`src/rtl/dpi_stream_ctx_pkg.sv`:
```
// Shared types and helpers for the per-stream regex context manager.
// Latency: n/a (package only).
// Backpressure: n/a (package only).
package dpi_pkg;

  // Default widths; the top module exposes each as an overridable parameter.
  localparam int SID_W   = 6;
  localparam int STATE_W = 8;
  localparam int SPEC_W  = 8;
  localparam int CNT_W   = 16;

  // Packet FSM states.
  typedef enum logic [2:0] {
    IDLE   = 3'd0,
    LOAD   = 3'd1,
    RUN    = 3'd2,
    DRAIN  = 3'd3,
    COMMIT = 3'd4
  } dpi_ctx_state_t;

  // Unsigned add that clamps to 2**w-1. Operands are zero-extended to 32 bits
  // by the caller and the result is truncated back to w bits; w must be <= 31.
  function automatic logic [31:0] sat_add(input logic [31:0] a,
                                          input logic [31:0] b,
                                          input int unsigned w);
    logic [32:0] sum;
    logic [32:0] lim;
    sum = {1'b0, a} + {1'b0, b};
    lim = (33'd1 << w) - 33'd1;
    if (sum > lim) begin
      sum = lim;
    end
    return sum[31:0];
  endfunction

endpackage

```
`src/rtl/dpi_stream_ctx_engine.sv`:
```
// Single regex engine: substring matcher for "abc" with loadable progress state.
// Latency: accept_out is registered, one cycle after the completing byte.
// Backpressure: none; consumes a byte every cycle char_in_vld is high.
module dpi_regex_engine #(
  parameter int STATE_W = 8
) (
  input  logic               clk,
  input  logic               rst_n,
  input  logic [7:0]         char_in,
  input  logic               char_in_vld,
  input  logic [STATE_W-1:0] state_in,
  input  logic               state_in_vld,
  output logic [STATE_W-1:0] state_out,
  output logic               accept_out
);

  // Match progress: nothing seen, "a" seen, "ab" seen. Unknown loaded values
  // behave as "nothing seen".
  localparam logic [STATE_W-1:0] S_NONE = '0;
  localparam logic [STATE_W-1:0] S_A    = STATE_W'(1);
  localparam logic [STATE_W-1:0] S_AB   = STATE_W'(2);

  logic [STATE_W-1:0] state_q;
  logic [STATE_W-1:0] state_d;
  logic               accept_q;
  logic               hit_d;

  // Next progress and match detection for the incoming byte.
  always_comb begin
    state_d = S_NONE;
    hit_d   = 1'b0;
    if (char_in == 8'h61) begin
      state_d = S_A;
    end else if (char_in == 8'h62 && state_q == S_A) begin
      state_d = S_AB;
    end else if (char_in == 8'h63 && state_q == S_AB) begin
      hit_d = 1'b1;
    end
  end

  // Context load has priority over byte processing; accept is a one-cycle pulse.
  always_ff @(posedge clk) begin
    if (!rst_n) begin
      state_q  <= '0;
      accept_q <= 1'b0;
    end else begin
      accept_q <= 1'b0;
      if (state_in_vld) begin
        state_q <= state_in;
      end else if (char_in_vld) begin
        state_q  <= state_d;
        accept_q <= hit_d;
      end
    end
  end

  assign state_out  = state_q;
  assign accept_out = accept_q;

endmodule

```
`src/rtl/dpi_stream_ctx.sv`:
```
// Per-stream regex context manager: restore, speculate, commit/discard per packet.
// Latency: sop->RUN 2 cycles; eop->memories updated 3 cycles; rd_count 1 cycle.
// Backpressure: in_ready high only in RUN; inputs arriving elsewhere raise err.
module dpi_stream_ctx #(
  parameter int SID_W   = dpi_pkg::SID_W,
  parameter int STATE_W = dpi_pkg::STATE_W,
  parameter int SPEC_W  = dpi_pkg::SPEC_W,
  parameter int CNT_W   = dpi_pkg::CNT_W
) (
  input  logic             clk,
  input  logic             rst_n,
  input  logic             sop,
  input  logic [SID_W-1:0] stream_id,
  input  logic             new_stream,
  input  logic [7:0]       char_in,
  input  logic             char_in_vld,
  input  logic             eop,
  input  logic             enable,
  input  logic [SID_W-1:0] rd_sid,
  output logic             in_ready,
  output logic             busy,
  output logic [CNT_W-1:0] total_count,
  output logic [CNT_W-1:0] rd_count,
  output logic             commit_vld,
  output logic [SID_W-1:0] commit_sid,
  output logic             err
);

  import dpi_pkg::*;

  localparam int NSTREAM = 1 << SID_W;

  dpi_ctx_state_t     state_q;
  logic [SID_W-1:0]   sid_q;
  logic               new_q;
  logic               en_q;
  logic [SPEC_W-1:0]  spec_q;
  logic [CNT_W-1:0]   total_q;
  logic [NSTREAM-1:0] valid_q;
  logic [CNT_W-1:0]   rd_count_q;
  logic               in_ready_q;
  logic               busy_q;
  logic               commit_vld_q;
  logic [SID_W-1:0]   commit_sid_q;
  logic               err_q;

  // Context memories: one write port, no reset. valid_q masks stale contents,
  // so a cleared valid bit reads as count 0 and state 0.
  logic [STATE_W-1:0] state_mem [NSTREAM];
  logic [CNT_W-1:0]   cnt_mem   [NSTREAM];

  logic               eng_char_vld;
  logic               eng_state_in_vld;
  logic [STATE_W-1:0] eng_state_in;
  logic [STATE_W-1:0] eng_state_out;
  logic               eng_accept;
  logic               violation;
  logic               commit_upd;
  logic [CNT_W-1:0]   cnt_cur;

  assign eng_char_vld     = (state_q == RUN) && char_in_vld;
  assign eng_state_in_vld = (state_q == LOAD);
  assign eng_state_in     = (new_q || !valid_q[sid_q]) ? '0 : state_mem[sid_q];
  assign commit_upd       = (state_q == COMMIT) && en_q;
  assign cnt_cur          = valid_q[sid_q] ? cnt_mem[sid_q] : '0;

  assign violation = (sop && state_q != IDLE) ||
                     (eop && state_q != RUN) ||
                     (char_in_vld && state_q != RUN);

  dpi_regex_engine #(
    .STATE_W (STATE_W)
  ) u_engine (
    .clk          (clk),
    .rst_n        (rst_n),
    .char_in      (char_in),
    .char_in_vld  (eng_char_vld),
    .state_in     (eng_state_in),
    .state_in_vld (eng_state_in_vld),
    .state_out    (eng_state_out),
    .accept_out   (eng_accept)
  );

  // Packet FSM with registered handshake, busy, commit and error outputs.
  always_ff @(posedge clk) begin
    if (!rst_n) begin
      state_q      <= IDLE;
      sid_q        <= '0;
      new_q        <= 1'b0;
      en_q         <= 1'b0;
      in_ready_q   <= 1'b0;
      busy_q       <= 1'b0;
      commit_vld_q <= 1'b0;
      commit_sid_q <= '0;
      err_q        <= 1'b0;
    end else begin
      err_q        <= violation;
      commit_vld_q <= 1'b0;
      case (state_q)
        IDLE: begin
          if (sop) begin
            sid_q   <= stream_id;
            new_q   <= new_stream;
            busy_q  <= 1'b1;
            state_q <= LOAD;
          end
        end
        LOAD: begin
          in_ready_q <= 1'b1;
          state_q    <= RUN;
        end
        RUN: begin
          if (eop) begin
            en_q       <= enable;
            in_ready_q <= 1'b0;
            state_q    <= DRAIN;
          end
        end
        DRAIN: begin
          // Pulse lands in the COMMIT cycle.
          commit_vld_q <= en_q;
          if (en_q) begin
            commit_sid_q <= sid_q;
          end
          state_q <= COMMIT;
        end
        COMMIT: begin
          busy_q  <= 1'b0;
          state_q <= IDLE;
        end
        default: begin
          in_ready_q <= 1'b0;
          busy_q     <= 1'b0;
          state_q    <= IDLE;
        end
      endcase
    end
  end

  // Speculative per-packet match count; cleared while idle.
  always_ff @(posedge clk) begin
    if (!rst_n) begin
      spec_q <= '0;
    end else if (state_q == IDLE) begin
      spec_q <= '0;
    end else if ((state_q == RUN || state_q == DRAIN) && eng_accept) begin
      spec_q <= SPEC_W'(sat_add(32'(spec_q), 32'd1, SPEC_W));
    end
  end

  // Committed total and per-stream valid bits.
  always_ff @(posedge clk) begin
    if (!rst_n) begin
      total_q <= '0;
      valid_q <= '0;
    end else if (commit_upd) begin
      total_q        <= CNT_W'(sat_add(32'(total_q), 32'(spec_q), CNT_W));
      valid_q[sid_q] <= 1'b1;
    end
  end

  // Context memory write on an enabled commit.
  always_ff @(posedge clk) begin
    if (commit_upd) begin
      state_mem[sid_q] <= eng_state_out;
      cnt_mem[sid_q]   <= CNT_W'(sat_add(32'(cnt_cur), 32'(spec_q), CNT_W));
    end
  end

  // Registered count read-back; sees the pre-write value during a same-sid commit.
  always_ff @(posedge clk) begin
    if (!rst_n) begin
      rd_count_q <= '0;
    end else begin
      rd_count_q <= valid_q[rd_sid] ? cnt_mem[rd_sid] : '0;
    end
  end

  assign in_ready    = in_ready_q;
  assign busy        = busy_q;
  assign total_count = total_q;
  assign rd_count    = rd_count_q;
  assign commit_vld  = commit_vld_q;
  assign commit_sid  = commit_sid_q;
  assign err         = err_q;

endmodule
```
`config.mk`:
```
export PLATFORM = sky130hd
export DESIGN_NAME = dpi_stream_ctx
export DESIGN_NICKNAME = d
export VERILOG_FILES = /design/src/rtl/dpi_stream_ctx_pkg.sv /design/src/rtl/dpi_stream_ctx_engine.sv /design/src/rtl/dpi_stream_ctx.sv
export SDC_FILE = /design/constraint.sdc
export NUM_CORES = 2
export LEC_CHECK = 0
export ABC_AREA = 1
export BUFFER_PORTS_ARGS = -buffer_cell sky130_fd_sc_hd__buf_2
export CAP_MARGIN = 20
export CORE_MARGIN = 8
export CORE_UTILIZATION = 40
export CTS_CLUSTER_SIZE = 14
export DETAILED_ROUTE_END_ITERATION = 8
export PLACE_DENSITY = 0.61
export SLEW_MARGIN = 20
export SYNTH_ARGS = -nofsm -noshare
export SYNTH_HDL_FRONTEND = slang
export SYNTH_HIERARCHICAL = 1
export SYNTH_SLANG_ARGS = --single-unit
```
`constraint.sdc`:
```
create_clock -name clk -period 8.4 [get_ports clk]
set_clock_uncertainty 0.05 [all_clocks]
set_input_delay 0.42 -clock clk [delete_from_list [all_inputs] [get_ports clk]]
set_output_delay 0.42 -clock clk [all_outputs]
set_load 0.03 [all_outputs]
```
==> impl_metrics.csv <==
group,metric,value,unit
cells_and_area,multi_input_area,25300,um2
cells_and_area,post-route-util,0.445,
logic_synthesis,syn_avg_cell_area,10.0,um2
routing,antenna_left,0,
logic_synthesis,yosysSeqAreaShare,0.636,
cts,htreeDepth,4,
floorplanning,num_rows,161,
sta,fin_tns_setup,0,ns
placement,hpwl,137000,um
logic_synthesis,synth_edf_count,1536,
logic_synthesis,synth_area,76900,um2
setup_path,cp_data_required_time,8.90,ns
setup_path,slowest_stage,"dfxtp_4",
grt,grt_use_met3,0.0516,
routing,drt_wl_total,271000,um
job,maxCapViolCount,0,
routing,viasPerCell,6.19,
pwr,leakage,28.5,nW
floorplanning,die_h,454,um
floorplanning,initial_core_util,0.401,
setup_path,endpoint_kind,"register",
cells_and_area,fillers,17700,
grt,antenna_found_initial,2,
floorplanning,die_width,454,um
cells_and_area,nets,7538,
sta,setup_viol,0,
logic_synthesis,synth_compound_area_frac,0.149,
logic_synthesis,synth_seq_cells,1676,
pwr,total_power,18.7,mW
cts,cts_tree,"yes",
logic_synthesis,yosysTopAreaCellShare,0.600,
setup_path,critPathKind,"reg -> reg",
setup_path,critical_path.max_stage_delay,0.96,ns
grt,grt_pass1_vias,59400,
placement,placed_area,79500,um2
grt,grt_use_met2,0.391,
logic_synthesis,yosysWarnings,6,
logic_synthesis,synth.area.top_cells,"edfxtp_1 (60%), o21ai_0 (8.2%), nor2_1 (7.1%), nand2_1 (5.4%), o22ai_1 (4.4%)",
placement,routabilityCongestion,0.858,
sta,finalHoldViolCount,0,
cts,cts_num_sinks,1676,
sta,min_period,6.65,ns
sta,worst_pin_slew,1.17,ns
pwr,ir_drop,0.000176,V
cells_and_area,fin_area,85200,um2
sta,drv_slew,0,
sta,slew-limit-headroom,0.219,
routing,wire_per_inst,26.7,um
pwr,power_per_cell_area,220,nW/um2
grt,grt_use_met1,0.332,
cts,post_cts_buffers,0,
logic_synthesis,synth-xor-area-share,0.00239,
grt,grt_max_degree,207,
logic_synthesis,syn_nets,7732,
floorplanning,die_area,206000,um2
logic_synthesis,netlist-cell-type-count,50,
status,status,"complete, no violations",
cts,clk_pin_slew,0.06,ns
routing,detail_route.first_pass.iterations,9,
floorplanning,pin_count,69,
cells_and_area,layout-drive-gt1-share,0.0770,
grt,gr-total-overflow,0,
setup_path,critPathLaunchType,"register",
setup_path,crit_arrival,7.15,ns
sta,max_freq,150,MHz
cts,clock_latency,0.84,ns
logic_synthesis,synthAdderAreaFrac,0.00345,
worst_hold_path,hold_class,"in -> reg",
grt,grt_pass1_wl,390000,um
setup_path,crit_fanout,147,
routing,vias,62900,
floorplanning,core_area,192000,um2
cells_and_area,area_delta_synth_final,10.9,%
cts,root_buffer,"clkbuf_16",
cts,clockBufferDepth,3,
logic_synthesis,synth_cells,7685,
logic_synthesis,muxShareOfSynthArea,0,
routing,drt_iter0_markers,8500,
logic_synthesis,async_reset_ff_frac,0,
logic_synthesis,synth_top_area_cell,"edfxtp_1",
grt,grt-busiest-layer,"met2",
sta,rsz0062_at_grt,"no",
logic_synthesis,synth_top_family_by_area,"simple AND/OR/NAND/NOR gates",
logic_synthesis,synth_ff_type,"edfxtp_1",
logic_synthesis,synth-simple-area-share,0.167,
placement,port_buffers,68,
routing,drc_errors,0,
setup_path,path_cells,"clkinv_8 > buf_4 > o21ai_0 > o22ai_1 > o21ai_0 > o22ai_1 > nand2_1 > a31oi_1 > fa_1 > nand3_1 > and2_1 > o221ai_1 > nand3_1 > nor2_2 > nand2_2 > inv_2 > nand2_2 > nand3_2 > buf_12",
cells_and_area,seq_area,49000,um2
grt,groute.usage.overall,0.251,
sta,fin_crit_sh,0.792,
cts,cts-buffers-inserted,174,
-- area by class of cell --
class	count	area share
Antenna cell	1	0.0000294
Clock buffer	222	0.0549
Timing Repair Buffer	229	0.0213
Sequential cell	1676	0.574
Clock inverter	98	0.00994
Multi-Input combinational cell	5303	0.297
Tap cell	2526	0.0371
Inverter	107	0.00530
-- cell usage in the layout (no fill, tap or decap), types with 29 or more instances in the layout --
| master | count |
|---|---|
| clkbuf_1 | 37 |
| edfxtp_1 | 1536 |
| o22ai_1 | 545 |
| buf_2 | 64 |
| nand3_1 | 560 |
| clkinv_1 | 39 |
| o221ai_1 | 31 |
| a21oi_1 | 99 |
| nor2_1 | 1383 |
| clkinv_2 | 29 |
| nor2_4 | 65 |
| inv_1 | 91 |
| buf_4 | 130 |
| o211ai_1 | 58 |
| nand2_1 | 1104 |
| o21ai_0 | 1261 |
| o21ai_1 | 30 |
| dfxtp_1 | 127 |
| clkbuf_16 | 177 |
-- worst paths after layout --
path                                               start                         to  slack (ns)  depth (start not counted)
worst min register to register  valid_q[47]$_SDFFE_PN0P_   valid_q[47]$_SDFFE_PN0P_        0.42                          2
worst max register to register                  register  cnt_mem[18][15]$_DFFE_PP_        1.75                         19
worst min-delay path                        stream_id[4]                   register        0.06                          3
worst max-delay path                            register  cnt_mem[18][15]$_DFFE_PP_        1.75                         19
-- where the power goes --
| group | switching (mW) | internal (mW) |
|---|---|---|
| Sequential | 0.0462 | 8.99 |
| Clock | 3.33 | 4.28 |
| Combinational | 1.55 | 0.544 |
| Total | 4.93 | 13.8 |
-- cells by family after synthesis --
family,after synthesis
flip-flops,1676
AND/OR/NAND/NOR,3191
buffers and inverters,706
adder cells (fa/ha/maj),20
AO/OA/AOI/OAI,2071
XOR/XNOR,21
-- metal layers --
layer	wire, um	vias to the layer above
met5	0	-
li1	-	27200
met1	104000	30700
met2	121000	4140
met3	31200	859
met4	14500	0
-- through the flow --
step | setup WS, ns | hold WS, ns | std cells
6_report | 1.75 | 0.0600 | 10200
5_1_grt | 1.52 | 0.0530 | 10200
4_1_cts | 1.77 | 0.00390 | 10200
3_5_place_dp | 1.79 | 0.408 | 9823
3_3_place_gp | 1.58 | 0.400 | 9821
2_1_floorplan | 2.24 | 0.390 | 7685
-- critical path, delay by kind of cell, from the launching register on --
kind | cells | cell delay, ns
buffers and inverters | 4 | 1.95
and+or+nand+nor | 8 | 1.76
AOI/OAI and AO/OA | 6 | 0.98
adders and majority gates | 1 | 0.48
DFF | 1 | 0.96
-- sequential cells by signal (all words and copies together) (netlist names), 3 cells and up, named ones only --
register and cells:
cnt_mem 1024, state_mem 512, valid_q 64, rd_count 16, total_count 16, spec_q 8, u_engine/state_out 8, commit_sid 6
sid_q 6, state_q 3
-- Yosys cell counts (2+ instances only) --
cell type  count
a21o_1         2
a21oi_1       99
a221oi_1       3
a31oi_1        9
a32o_1        17
and2_1         3
buf_1         36
buf_2        169
buf_4         53
buf_6         18
clkbuf_1     323
clkinv_1       5
dfxtp_1      140
edfxtp_1    1536
fa_1           2
ha_1          18
inv_1         98
inv_2          3
nand2_1     1116
nand2_2        3
nand3_1      562
nand4_1       13
nor2_1      1447
nor3_1        22
o211ai_1      58
o21a_1         2
o21ai_0     1263
o21ai_1       30
o21bai_1       2
o221ai_1      31
o22ai_1      545
o31ai_1        5
or2_0          2
or2_1          4
or2_2         12
xnor2_1        6
xor2_1        15
-- timing repair --
| item | CTS | global route |
|---|---|---|
| resized for setup | 0 | 0 |
| endpoints found under the hold margin | 12 | 0 |
| hold buffers | 16 | 0 |
Note: power is estimated with default switching activity, not from simulation.
